[config.mk]
export PLATFORM = sky130hd
export DESIGN_NAME = hazard_controller_flat
export DESIGN_NICKNAME = d
export VERILOG_FILES = /design/src/rtl/hazard_controller_pkg.sv /design/src/rtl/hazard_controller_if.sv /design/src/rtl/hazard_controller_perf_counters.sv /design/src/rtl/hazard_controller.sv /design/src/flat_wrapper.sv
export SDC_FILE = /design/constraint.sdc
export NUM_CORES = 1
export LEC_CHECK = 0
export ABC_CLOCK_PERIOD_IN_PS = 6700
export CELL_PAD_IN_SITES_DETAIL_PLACEMENT = 2
export CELL_PAD_IN_SITES_GLOBAL_PLACEMENT = 2
export CORE_ASPECT_RATIO = 0.7
export CORE_MARGIN = 1
export CORE_UTILIZATION = 40
export DETAILED_ROUTE_END_ITERATION = 8
export DONT_BUFFER_PORTS = 1
export GPL_TIMING_DRIVEN = 0
export PLACE_DENSITY_LB_ADDON = 0.1
export SLEW_MARGIN = 15
export SYNTH_ARGS = -nofsm -noshare
export SYNTH_HDL_FRONTEND = slang
export SYNTH_SLANG_ARGS = --single-unit
[constraint.sdc]
create_clock -name clk -period 6.7 [get_ports clk]
set_clock_uncertainty 0.15 [all_clocks]
set_input_delay 1.34 -clock clk [delete_from_list [all_inputs] [get_ports clk]]
set_output_delay 1.34 -clock clk [all_outputs]
set_load 0.005 [all_outputs]
[src/rtl/hazard_controller_pkg.sv]
// Shared pipeline definitions for the hazard controller: state encoding,
// opcode constants and register-file geometry.
package hazard_controller_pkg;

    localparam int unsigned REGISTER_DEPTH = 32;
    localparam int unsigned REG_W          = $clog2(REGISTER_DEPTH);

    localparam logic [6:0] OP_LOAD   = 7'b0000011;
    localparam logic [6:0] OP_IMM    = 7'b0010011;
    localparam logic [6:0] OP_STORE  = 7'b0100011;
    localparam logic [6:0] OP_OP     = 7'b0110011;
    localparam logic [6:0] OP_BRANCH = 7'b1100011;
    localparam logic [6:0] OP_JALR   = 7'b1100111;
    localparam logic [6:0] OP_JAL    = 7'b1101111;

    typedef logic [REG_W-1:0] reg_idx_t;

    typedef enum logic [1:0] {
        RUN,
        LOAD_BUBBLE,
        MEM_WAIT,
        FLUSH
    } hazard_state_t;

endpackage

[src/rtl/hazard_controller_if.sv]
// Pipeline-status inputs and stage-control outputs of the hazard controller.
// The slave modport is the controller's view; master is the pipeline's view.
interface hazard_controller_if;
    import hazard_controller_pkg::*;

    logic     dec_valid;
    reg_idx_t dec_rs1;
    reg_idx_t dec_rs2;
    logic     dec_uses_rs1;
    logic     dec_uses_rs2;
    logic     ex_valid;
    logic [6:0] ex_opcode;
    reg_idx_t ex_rd;
    logic     ex_redirect;
    logic     mem_load_pending;
    logic     mem_rvalid;

    logic     stall_fetch;
    logic     stall_decode;
    logic     stall_execute;
    logic     bubble_execute;
    logic     bubble_writeback;
    logic     flush_fetch;
    logic     flush_decode;
    logic     redirect_fire;
    logic     mem_timeout_error;

    modport master (
        output dec_valid, dec_rs1, dec_rs2, dec_uses_rs1, dec_uses_rs2,
        output ex_valid, ex_opcode, ex_rd, ex_redirect,
        output mem_load_pending, mem_rvalid,
        input  stall_fetch, stall_decode, stall_execute,
        input  bubble_execute, bubble_writeback,
        input  flush_fetch, flush_decode, redirect_fire, mem_timeout_error
    );

    modport slave (
        input  dec_valid, dec_rs1, dec_rs2, dec_uses_rs1, dec_uses_rs2,
        input  ex_valid, ex_opcode, ex_rd, ex_redirect,
        input  mem_load_pending, mem_rvalid,
        output stall_fetch, stall_decode, stall_execute,
        output bubble_execute, bubble_writeback,
        output flush_fetch, flush_decode, redirect_fire, mem_timeout_error
    );

endinterface

[src/rtl/hazard_controller_perf_counters.sv]
// Saturating 32-bit event counters for stall cycles, load-use bubbles and
// redirects. Only instantiated when HAZARD_PERF_COUNTERS_EN is defined.
module hazard_perf_counters (
    input  logic        clk,
    input  logic        rst,
    input  logic        i_stall_fetch,
    input  logic        i_bubble_execute,
    input  logic        i_redirect_fire,
    output logic [31:0] o_perf_stall_cycles,
    output logic [31:0] o_perf_bubbles,
    output logic [31:0] o_perf_flushes
);

    logic [31:0] r_stall_cycles;
    logic [31:0] r_bubbles;
    logic [31:0] r_flushes;

    // Count each qualifying cycle, holding at all-ones instead of wrapping.
    always_ff @(posedge clk or posedge rst) begin
        if (rst) begin
            r_stall_cycles <= '0;
            r_bubbles      <= '0;
            r_flushes      <= '0;
        end else begin
            if (i_stall_fetch && (r_stall_cycles != '1))
                r_stall_cycles <= r_stall_cycles + 32'd1;
            if (i_bubble_execute && (r_bubbles != '1))
                r_bubbles <= r_bubbles + 32'd1;
            if (i_redirect_fire && (r_flushes != '1))
                r_flushes <= r_flushes + 32'd1;
        end
    end

    assign o_perf_stall_cycles = r_stall_cycles;
    assign o_perf_bubbles      = r_bubbles;
    assign o_perf_flushes      = r_flushes;

endmodule

[src/rtl/hazard_controller.sv]
// Pipeline hazard controller: load-use bubbles, memory-wait freezes and
// multi-cycle flushes on redirects. Optional feature macro:
// HAZARD_PERF_COUNTERS_EN adds the perf_* counter outputs.
module hazard_controller
    import hazard_controller_pkg::*;
#(
    parameter int unsigned FLUSH_DEPTH = 1,
    parameter int unsigned MEM_TIMEOUT = 255
) (
    input  logic                 clk,
    input  logic                 rst,
    hazard_controller_if.slave   hz
`ifdef HAZARD_PERF_COUNTERS_EN
    ,
    output logic [31:0]          perf_stall_cycles,
    output logic [31:0]          perf_bubbles,
    output logic [31:0]          perf_flushes
`endif
);

    hazard_state_t r_state;
    hazard_state_t r_saved_state;
    hazard_state_t w_eff_state;
    hazard_state_t w_next_state;
    hazard_state_t w_next_saved;
    logic [3:0]    r_flush_cnt;
    logic [3:0]    w_next_flush_cnt;
    logic [15:0]   r_wait_cnt;
    logic          r_timeout_err;
    logic          w_mem_stall;
    logic          w_load_use;

    assign w_mem_stall = hz.mem_load_pending && !hz.mem_rvalid;

    assign w_load_use = hz.dec_valid && hz.ex_valid && (hz.ex_opcode == OP_LOAD) &&
                        (hz.ex_rd != '0) &&
                        ((hz.dec_uses_rs1 && (hz.dec_rs1 == hz.ex_rd)) ||
                         (hz.dec_uses_rs2 && (hz.dec_rs2 == hz.ex_rd)));

    // Releasing MEM_WAIT acts as the saved state in the same cycle, so a
    // deferred redirect or pending flush proceeds without an extra bubble.
    assign w_eff_state = (r_state == MEM_WAIT) ? r_saved_state : r_state;

    // Next-state and stage controls; the memory stall overrides everything.
    always_comb begin
        w_next_state        = w_eff_state;
        w_next_saved        = r_saved_state;
        w_next_flush_cnt    = r_flush_cnt;
        hz.stall_fetch      = 1'b0;
        hz.stall_decode     = 1'b0;
        hz.stall_execute    = 1'b0;
        hz.bubble_execute   = 1'b0;
        hz.bubble_writeback = 1'b0;
        hz.flush_fetch      = 1'b0;
        hz.flush_decode     = 1'b0;
        hz.redirect_fire    = 1'b0;
        if (w_mem_stall) begin
            hz.stall_fetch      = 1'b1;
            hz.stall_decode     = 1'b1;
            hz.stall_execute    = 1'b1;
            hz.bubble_writeback = 1'b1;
            w_next_state        = MEM_WAIT;
            w_next_saved        = w_eff_state;
        end else begin
            case (w_eff_state)
                RUN: begin
                    if (hz.ex_redirect) begin
                        hz.redirect_fire = 1'b1;
                        hz.flush_fetch   = 1'b1;
                        hz.flush_decode  = 1'b1;
                        if (FLUSH_DEPTH > 1) begin
                            w_next_state     = FLUSH;
                            w_next_flush_cnt = 4'(FLUSH_DEPTH - 1);
                        end
                    end else if (w_load_use) begin
                        hz.stall_fetch    = 1'b1;
                        hz.stall_decode   = 1'b1;
                        hz.bubble_execute = 1'b1;
                        w_next_state      = LOAD_BUBBLE;
                    end
                end
                LOAD_BUBBLE: w_next_state = RUN;
                FLUSH: begin
                    hz.flush_fetch  = 1'b1;
                    hz.flush_decode = 1'b1;
                    if (r_flush_cnt <= 4'd1) begin
                        w_next_state     = RUN;
                        w_next_flush_cnt = '0;
                    end else begin
                        w_next_flush_cnt = r_flush_cnt - 4'd1;
                    end
                end
                default: w_next_state = RUN;
            endcase
        end
        if (rst) begin
            hz.stall_fetch      = 1'b0;
            hz.stall_decode     = 1'b0;
            hz.stall_execute    = 1'b0;
            hz.bubble_execute   = 1'b0;
            hz.bubble_writeback = 1'b0;
            hz.flush_fetch      = 1'b0;
            hz.flush_decode     = 1'b0;
            hz.redirect_fire    = 1'b0;
        end
    end

    // State, saved-state and flush down-counter registers.
    always_ff @(posedge clk or posedge rst) begin
        if (rst) begin
            r_state       <= RUN;
            r_saved_state <= RUN;
            r_flush_cnt   <= '0;
        end else begin
            r_state       <= w_next_state;
            r_saved_state <= w_next_saved;
            r_flush_cnt   <= w_next_flush_cnt;
        end
    end

    // Load wait counter and sticky timeout flag.
    always_ff @(posedge clk or posedge rst) begin
        if (rst) begin
            r_wait_cnt    <= '0;
            r_timeout_err <= 1'b0;
        end else if (w_mem_stall) begin
            if (r_wait_cnt != '1)
                r_wait_cnt <= r_wait_cnt + 16'd1;
            if (r_wait_cnt >= 16'(MEM_TIMEOUT - 1))
                r_timeout_err <= 1'b1;
        end else begin
            r_wait_cnt <= '0;
        end
    end

    assign hz.mem_timeout_error = r_timeout_err;

`ifdef HAZARD_PERF_COUNTERS_EN
    hazard_perf_counters u_perf (
        .clk                 (clk),
        .rst                 (rst),
        .i_stall_fetch       (hz.stall_fetch),
        .i_bubble_execute    (hz.bubble_execute),
        .i_redirect_fire     (hz.redirect_fire),
        .o_perf_stall_cycles (perf_stall_cycles),
        .o_perf_bubbles      (perf_bubbles),
        .o_perf_flushes      (perf_flushes)
    );
`else
`endif

endmodule

[src/flat_wrapper.sv]
// flat-port wrapper written by rule: the top's interface ports become plain ports
module hazard_controller_flat import hazard_controller_pkg::*;
#(
    parameter int unsigned FLUSH_DEPTH = 1,
    parameter int unsigned MEM_TIMEOUT = 255
)
  (clk, rst, hz_dec_valid, hz_dec_rs1, hz_dec_rs2, hz_dec_uses_rs1, hz_dec_uses_rs2, hz_ex_valid, hz_ex_opcode, hz_ex_rd, hz_ex_redirect, hz_mem_load_pending, hz_mem_rvalid, hz_stall_fetch, hz_stall_decode, hz_stall_execute, hz_bubble_execute, hz_bubble_writeback, hz_flush_fetch, hz_flush_decode, hz_redirect_fire, hz_mem_timeout_error);
  hazard_controller_if hz_i ();
  input  logic clk;
  input  logic rst;
  input wire logic [$bits(hz_i.dec_valid)-1:0] hz_dec_valid;
  input wire logic [$bits(hz_i.dec_rs1)-1:0] hz_dec_rs1;
  input wire logic [$bits(hz_i.dec_rs2)-1:0] hz_dec_rs2;
  input wire logic [$bits(hz_i.dec_uses_rs1)-1:0] hz_dec_uses_rs1;
  input wire logic [$bits(hz_i.dec_uses_rs2)-1:0] hz_dec_uses_rs2;
  input wire logic [$bits(hz_i.ex_valid)-1:0] hz_ex_valid;
  input wire logic [$bits(hz_i.ex_opcode)-1:0] hz_ex_opcode;
  input wire logic [$bits(hz_i.ex_rd)-1:0] hz_ex_rd;
  input wire logic [$bits(hz_i.ex_redirect)-1:0] hz_ex_redirect;
  input wire logic [$bits(hz_i.mem_load_pending)-1:0] hz_mem_load_pending;
  input wire logic [$bits(hz_i.mem_rvalid)-1:0] hz_mem_rvalid;
  output wire logic [$bits(hz_i.stall_fetch)-1:0] hz_stall_fetch;
  output wire logic [$bits(hz_i.stall_decode)-1:0] hz_stall_decode;
  output wire logic [$bits(hz_i.stall_execute)-1:0] hz_stall_execute;
  output wire logic [$bits(hz_i.bubble_execute)-1:0] hz_bubble_execute;
  output wire logic [$bits(hz_i.bubble_writeback)-1:0] hz_bubble_writeback;
  output wire logic [$bits(hz_i.flush_fetch)-1:0] hz_flush_fetch;
  output wire logic [$bits(hz_i.flush_decode)-1:0] hz_flush_decode;
  output wire logic [$bits(hz_i.redirect_fire)-1:0] hz_redirect_fire;
  output wire logic [$bits(hz_i.mem_timeout_error)-1:0] hz_mem_timeout_error;
  assign hz_i.dec_valid = hz_dec_valid;
  assign hz_i.dec_rs1 = hz_dec_rs1;
  assign hz_i.dec_rs2 = hz_dec_rs2;
  assign hz_i.dec_uses_rs1 = hz_dec_uses_rs1;
  assign hz_i.dec_uses_rs2 = hz_dec_uses_rs2;
  assign hz_i.ex_valid = hz_ex_valid;
  assign hz_i.ex_opcode = hz_ex_opcode;
  assign hz_i.ex_rd = hz_ex_rd;
  assign hz_i.ex_redirect = hz_ex_redirect;
  assign hz_i.mem_load_pending = hz_mem_load_pending;
  assign hz_i.mem_rvalid = hz_mem_rvalid;
  assign hz_stall_fetch = hz_i.stall_fetch;
  assign hz_stall_decode = hz_i.stall_decode;
  assign hz_stall_execute = hz_i.stall_execute;
  assign hz_bubble_execute = hz_i.bubble_execute;
  assign hz_bubble_writeback = hz_i.bubble_writeback;
  assign hz_flush_fetch = hz_i.flush_fetch;
  assign hz_flush_decode = hz_i.flush_decode;
  assign hz_redirect_fire = hz_i.redirect_fire;
  assign hz_mem_timeout_error = hz_i.mem_timeout_error;
  hazard_controller #(.FLUSH_DEPTH(FLUSH_DEPTH), .MEM_TIMEOUT(MEM_TIMEOUT)) u_core (.clk(clk), .rst(rst), .hz(hz_i));
endmodule
==> results of run 1 <==
## per-layer routing
layer  wire length (um)  global-route usage (%)  part of all wire, %  vias up
li1                   -                       -                    -      723
met1               2290                    32.5                   49      764
met2               2150                    37.5                   46       39
met3                214                    4.72                  4.6        6
met4                 39                    4.34                 0.83        0
met5                  0                       0                    0        -
## area by class of cell
class | instances | area, um^2
Clock buffer | 4 | 45.0
Inverter | 8 | 30.0
Sequential cell | 25 | 626
Buffer | 10 | 67.6
Tap cell | 52 | 65.1
Multi-Input combinational cell | 149 | 980
Fill cell | 447 | 2180
## report_power, final
group          switching [uW]  internal [uW]
Sequential               2.86            155
Clock                    49.0           42.6
Combinational            21.6           14.8
## cell usage in the layout, fill, tap and decap left out, types with 2 or more instances in the layout
master    instances
dfrtp_1          25
nand2_1          22
nand3_1          12
o21ai_0          12
nor2_1           10
a21oi_1           9
inv_1             8
nor4_1            8
xor2_1            8
nor3_1            6
ha_1              6
o31ai_1           3
nor2b_1           3
a31oi_1           3
a21o_1            3
and3_1            3
o211ai_1          3
buf_4             3
clkbuf_8          3
buf_2             2
nor4_2            2
buf_6             2
or4_1             2
mux2i_1           2
and4_1            2
nand4_1           2
clkbuf_1          2
a41oi_1           2
nand4b_1          2
xnor2_1           2
a2111o_1          2
## path summary, 6_finish.rpt
kind                                                    end                        start  depth (start not counted)  slack (ns)
worst max-delay path                         hz_stall_fetch              hz_ex_opcode[2]                          5        2.47
worst min-delay path            u_core.hz.mem_timeout_error  u_core.hz.mem_timeout_error                          1        0.34
worst max register to register         u_core.r_wait_cnt[7]         u_core.r_wait_cnt[1]                          5        4.62
worst min register to register  u_core.hz.mem_timeout_error  u_core.hz.mem_timeout_error                          1        0.34
max in group asynchronous             u_core.r_wait_cnt[15]                          rst                          1        4.74
min in group asynchronous           u_core.r_saved_state[1]                          rst                          1        1.04
## metrics by stage
step	std cells	utilization [%]	cell area, um^2
floorplan	192	-	1700
detailed placement	244	44.3	1770
global route	248	45.4	1810
finish	248	45.4	1810
CTS	248	45.4	1810
global placement	244	44.3	1770
## cell usage after synthesis, drive strengths merged (6+ instances only)
| library cell | number | share of area [%] |
|---|---|---|
| nor3 | 7 | 2.4 |
| a21oi | 9 | 2.6 |
| ha | 6 | 4.4 |
| dfrtp | 25 | 37 |
| buf | 8 | 3.5 |
| xor2 | 8 | 4.1 |
| o21ai | 12 | 3.5 |
| inv | 8 | 1.8 |
| nor4 | 10 | 4.4 |
| nand2 | 22 | 4.8 |
| nor2 | 10 | 2.2 |
| nand3 | 12 | 3.5 |
## state kept, by name (all words and copies together), names as in the netlist
register,count
u_core.hz.mem_timeout_error,1
u_core.r_wait_cnt,16
u_core.r_state,2
u_core.r_saved_state,2
u_core.r_flush_cnt,4
## logic make-up after synthesis
kind of cell               Yosys count  share of synthesized area, %
DFF                                 25                          36.7
adders and majority gates            6                          4.41
and+or+nand+nor                     85                          28.6
muxes                                3                          1.84
xor gates and xnor gates            10                          5.14
buffers and inverters               18                          5.73
AOI/OAI and AO/OA                   45                          17.6
==> out/metrics.cfg, run 1 <==
[drt]
drt-total-wl_um=4690
drt_iter0_drc=73
drcViolationCount=0
via_count=1532
antenna_left=0
avgRoutedWirePerCell_um=18.9
via_per_inst=6.18
drtPass1Iterations=4

[die]
die_x_um=80.0
rows=19
core-area_mm2=0.00399
die_area_mm2=0.00453
dieHeight_um=56.6
pin_count=40
initial_utilization_pct=42.6

[worst_setup_path]
crit_chain=or4b_1 > nor4_2 > nand3_1 > o22ai_1 > buf_4
required_ns=5.21
endpoint_kind=primary output
startpoint_type=input pin
path_max_fanout=4
cp_slowest_cell=or4b_1
crit_arrival_ns=2.74
slowest_delay_ns=0.53
critPathTopFamily=simple AND/OR/NAND/NOR gates
crit_buf_inv=1
path_class=input pin to primary output

[synthesis]
synth_cells=192
ys_ff_latch=25
syn_area_mm2=0.00170
ys_seq_area_share_pct=36.7
async_flop_share_pct=100
ys_warn_count=0
synth_edf_count=0
synth_flop_cell=dfrtp_1
synth_nets=229
syn_area_per_cell_um2=8.87
yosysUniqueCellTypes=52

[min_path]
hold_class=flop to flop

[placement]
gp_congestion=0.767
dp_hpwl_um=3610
dpl_worst_slack_ns=2.43
portBuffers=0

[cts]
clk_path_buf_depth=2
cts_buffers=3
path_clk_slew_ns=0.09
cts.sinks=25
h-tree-depth=1
clk_latency_ns=0.27
cts_resized=0
hold_buffers=0
postCtsSetupBuffers=0
root_buffer=clkbuf_8
cts_tree=done

[global_route]
grt_pass1_wl_um=8050
antenna_found_initial=0
grt_pass1_vias=1623
grt_max_degree=26
grt-ovfl-total=0
gr-usage-all-layers_pct=23.3

[sta]
hold_viol_final=0
fin_ws_ns=2.47
worst_pin_slew_ns=1.01
finalCriticalPeriod_ns=4.23
whs_ns=0.341
timing.fmax_mhz=236
slew_violations=0
relSlewSlack_pct=32.8
min_period_over_period_pct=63.2
setup_tns_ns=0
finalSetupViolCount=0
rsz0062_at_grt=no

[finish]
diodes=0
area_growth_pct=6.47
drive_gt1_share_pct=9.18
final_nets=234

[pwr]
ir_worst_vdd_mv=0.0860
p_total_uw=286
powerDensity_mw_per_mm2=158
p_leak_uw=0.000732

[run_status]
outcome=finished, final reports clean

[run]
max_cap_violations=0

Power figures use the tool's default switching activity.
==> run 2: changes to the inputs <==
- ABC_CLOCK_PERIOD_IN_PS: 6700 -> 3600
- CORE_UTILIZATION: 40 -> 33
- clock period: 6.7 -> 3.6 ns (I/O delays scaled with it)
==> out/metrics.cfg, run 2 (synthesized netlist as in run 1, its figures left out) <==
[worst_setup_path]
endpoint_kind=primary output
crit_chain=or4b_1 > nor4_2 > nand3_1 > o22ai_1 > buf_4
r2r_end=u_core.r_wait_cnt[0]
critPathLaunch=hz_ex_opcode[2]
r2r_start=u_core.r_wait_cnt[1]
required_ns=2.73
rr_worst_depth=6
cp_slowest_cell=or4b_1
crit_buf_inv=1
critPathTopFamily=simple AND/OR/NAND/NOR gates
startpoint_type=input pin
rrSetupSlack_ns=1.38
path_class=input pin to primary output
path_max_fanout=4
crit_arrival_ns=2.16
slowest_delay_ns=0.54

[sta]
rsz0062_at_grt=no
slew_violations=0
setup_tns_ns=0
hold_viol_final=0
timing.fmax_mhz=330
relSlewSlack_pct=32.6
finalSetupViolCount=0
min_period_over_period_pct=84.1
worst_pin_slew_ns=1.01
finalCriticalPeriod_ns=3.03

[finish]
drive_gt1_share_pct=9.18
area_growth_pct=7.71
top_register=u_core.r_wait_cnt
largest_register_ffs=16
diodes=0
n_fill_cell=552
layout_common_cells=dfrtp_1 (25), nand2_1 (22), nand3_1 (12), o21ai_0 (12), nor2_1 (10)
top_regs=u_core.r_wait_cnt x16, u_core.r_flush_cnt x4
final_common_cell=dfrtp_1
instances_no_fill=265
final_nets=234

[pwr]
switching_share_pct=26.4
pwr-share-clk_pct=32.2
p_seq_share_pct=54.7
powerDensity_mw_per_mm2=293
ir_worst_vdd_mv=0.129
p_leak_uw=0.000732
internal_power_uw=395
power_switching_uw=142
pwr-share-comb_pct=13.1

[cts]
clk_path_buf_depth=2
path_clk_slew_ns=0.09
postCtsSetupBuffers=0
root_buffer=clkbuf_8
cts_resized=0
h-tree-depth=1
cts.sinks=25
hold_buffers=0
clk_latency_ns=0.27
cts_buffers=3
cts_tree=done

[global_route]
grt_pass1_wl_um=8420
grt_max_degree=26
grt_pass1_vias=1715
grt-ovfl-total=0
gr-usage-all-layers_pct=20.1
antenna_found_initial=0

[min_path]
worstHoldStart=u_core.hz.mem_timeout_error
hold_class=flop to flop
holdPathEnd=u_core.hz.mem_timeout_error
hold_depth=1

[placement]
dp_hpwl_um=3950
portBuffers=0
gp_congestion=0.727
placed_cells_incl_taps=261

[drt]
avgRoutedWirePerCell_um=19.4
drt-total-wl_um=5140
antenna_left=0
drcViolationCount=0
drt_iter0_drc=77
via_per_inst=5.67
via_count=1503
drtPass1Iterations=4

[die]
dieHeight_um=62.1
rows=21
die_x_um=87.9
core-area_mm2=0.00486
pin_count=40
initial_utilization_pct=35.0
die_area_mm2=0.00546

[run]
max_cap_violations=0

[run_status]
outcome=finished, final reports clean

-- run 2: metal layers --
layer  track usage, %  wire, um
met5                0         0
met3             4.26       190
met4             3.48        18
met2             32.9      2450
met1             27.4      2480
-- run 2: final cells by class --
type,count,area [um^2],share of cell area [%]
multi-input combinational,149,980,53.4
sequential,25,626,34.1
tap,69,86.3,4.71
buffer,10,67.6,3.68
clock buffer,4,45.0,2.46
inverter,8,30.0,1.64
-- run 2: power by group through the flow --
stage	Sequential [uW]	Clock, uW	Combinational (uW)
floorplan	297	0	53.9
global placement	299	0	66.4
detailed placement	299	0	71.0
CTS	294	180	71.9
global route	295	194	79.0
finish	294	173	70.2
-- run 2: worst reg2reg max path: stages, from the launching register on --
cell	delay, ns
dfrtp_1	0.47
ha_1	0.30
nand2_1	0.15
nor3_2	0.39
buf_2	0.35
nand3_1	0.11
nor3b_1	0.17
-- run 2: worst max path at each step --
stage | end | slack, ns | cells past startpoint
6_report | hz_stall_fetch | 0.57 | 5
5_1_grt | hz_stall_fetch | 0.51 | 5
4_1_cts | hz_stall_fetch | 0.57 | 5
3_5_place_dp | hz_stall_fetch | 0.57 | 5
3_3_place_gp | hz_stall_fetch | 0.63 | 5
2_1_floorplan | hz_stall_fetch | 0.73 | 5
-- run 2: stage by stage --
step           utilization [%]  total power [uW]  instance area [um^2]  hold WS [ns]  setup WS [ns]
5_1_grt                   37.7               568                  1830         0.386          0.507
3_5_place_dp              36.8               370                  1790         0.329          0.570
4_1_cts                   37.7               545                  1830         0.350          0.574
6_report                  37.7               537                  1830         0.346          0.571
3_3_place_gp              36.8               365                  1790         0.315          0.627
2_1_floorplan                -               351                  1700         0.295          0.729
==> run 3: changes to the inputs <==
- ABC_CLOCK_PERIOD_IN_PS: 3600 -> 3100
- CORE_UTILIZATION: 33 -> 37
- clock period: 3.6 -> 3.1 ns (I/O delays scaled with it)
==> out/metrics.cfg, run 3 (synthesized netlist as in run 1, its figures left out) <==
[die]
core-area_mm2=0.00438
die_area_mm2=0.00488
pin_count=40
initial_utilization_pct=38.9
dieHeight_um=58.8
rows=20
die_x_um=83.1

[global_route]
grt-ovfl-total=0
grt_pass1_wl_um=8530
use_met2_pct=37.8
grt_use_met1_pct=30.3
grt_max_degree=26
grt_use_met3_pct=4.35
grt_pass1_vias=1678
top_usage_layer=met2
antenna_found_initial=0
gr-usage-all-layers_pct=22.5

[drt]
drt-total-wl_um=4980
via_count=1506
drtPass1Iterations=4
drt_iter0_drc=37
drcViolationCount=0
avgRoutedWirePerCell_um=19.8
via_per_inst=6.00
antenna_left=0

[sta]
finalSetupViolCount=0
min_period_over_period_pct=91.9
relSlewSlack_pct=33.4
setup_tns_ns=0
rsz0062_at_grt=no
whs_ns=0.308
finalCriticalPeriod_ns=2.85
hold_viol_final=0
timing.fmax_mhz=351
worst_pin_slew_ns=0.998
slew_violations=0

[cts]
clk_path_buf_depth=2
cts_resized=0
postCtsSetupBuffers=0
hold_buffers=0
cts.sinks=25
h-tree-depth=1
clk_latency_ns=0.27
root_buffer=clkbuf_8
cts_tree=done
cts_buffers=3
path_clk_slew_ns=0.09

[finish]
layout_common_cells=dfrtp_1 (25), nand2_1 (22), nand3_1 (12)
drive_gt1_share_pct=9.69
top_register=u_core.r_wait_cnt
largest_register_ffs=16
diodes=0
top_regs=u_core.r_wait_cnt x16, u_core.r_flush_cnt x4
n_fill_cell=496
area_growth_pct=6.76
final_util_pct=41.5
final_nets=234
final_common_cell=dfrtp_1
instances_no_fill=251

[worst_setup_path]
path_class=flop to primary output
cp_slowest_cell=dfrtp_1
critPathLaunch=u_core.r_state[1]
endpoint_kind=primary output
crit_chain=a21oi_1 > ha_1 > nor2b_1 > and3_1 > o21a_1 > buf_4
crit_arrival_ns=2.08
path_max_fanout=4
r2r_start=u_core.r_wait_cnt[1]
rrSetupSlack_ns=0.89
startpoint_type=flop
required_ns=2.33
slowest_delay_ns=0.40

[pwr]
p_total_uw=625
p_leak_uw=0.000735
ir_worst_vdd_mv=0.159
powerDensity_mw_per_mm2=344

[run_status]
outcome=finished, final reports clean

[placement]
dp_hpwl_um=3880
portBuffers=0
placed_cells_incl_taps=247
gp_congestion=0.840

[min_path]
hold_class=input pin to async pin

[run]
max_cap_violations=0

==> run 3: path summary, 6_finish.rpt <==
kind	end	cells after the start
worst max-delay path	hz_flush_fetch	6
worst min register to register	u_core.hz.mem_timeout_error	1
min in group clk	u_core.hz.mem_timeout_error	1
worst max register to register	u_core.r_wait_cnt[0]	6
worst min-delay path	u_core.r_flush_cnt[0]	1
max in group asynchronous	u_core.r_saved_state[1]	1
==> run 3: where the power goes <==
part | internal [uW] | switching, uW
sequential | 335 | 7.00
combinational | 32.2 | 49.8
clock | 90.2 | 111
==> run 3: final cells by class <==
cell class              count  area, um^2  share of cell area (%)
inverters                   8        30.0                    1.65
multi-input cells         149         980                    53.9
well taps                  55        68.8                    3.79
clock buffers               3        41.3                    2.27
clock inverters             1        5.00                   0.275
flip-flops and latches     25         626                    34.4
plain buffers              10        67.6                    3.72
==> run 3: layer usage <==
layer	part of all wire, %	routed length (um)
met1	50	2480
met2	46	2310
met3	2.9	143
met4	1.1	53
met5	0	0
==> run 3: critical path, delay by kind of cell, from the launching register on <==
family | cells | cell delay [ns]
adder cells (fa/ha/maj) | 1 | 0.26
flip-flops | 1 | 0.40
buffers and inverters | 1 | 0.12
AO/OA/AOI/OAI | 2 | 0.51
AND/OR/NAND/NOR | 2 | 0.52
==> run 3: through the flow <==
stage          setup WS (ns)  area [um^2]
5_1_grt               0.0870         1820
3_3_place_gp           0.305         1770
3_5_place_dp           0.310         1770
4_1_cts                0.119         1820
6_report               0.252         1820
2_1_floorplan          0.429         1700
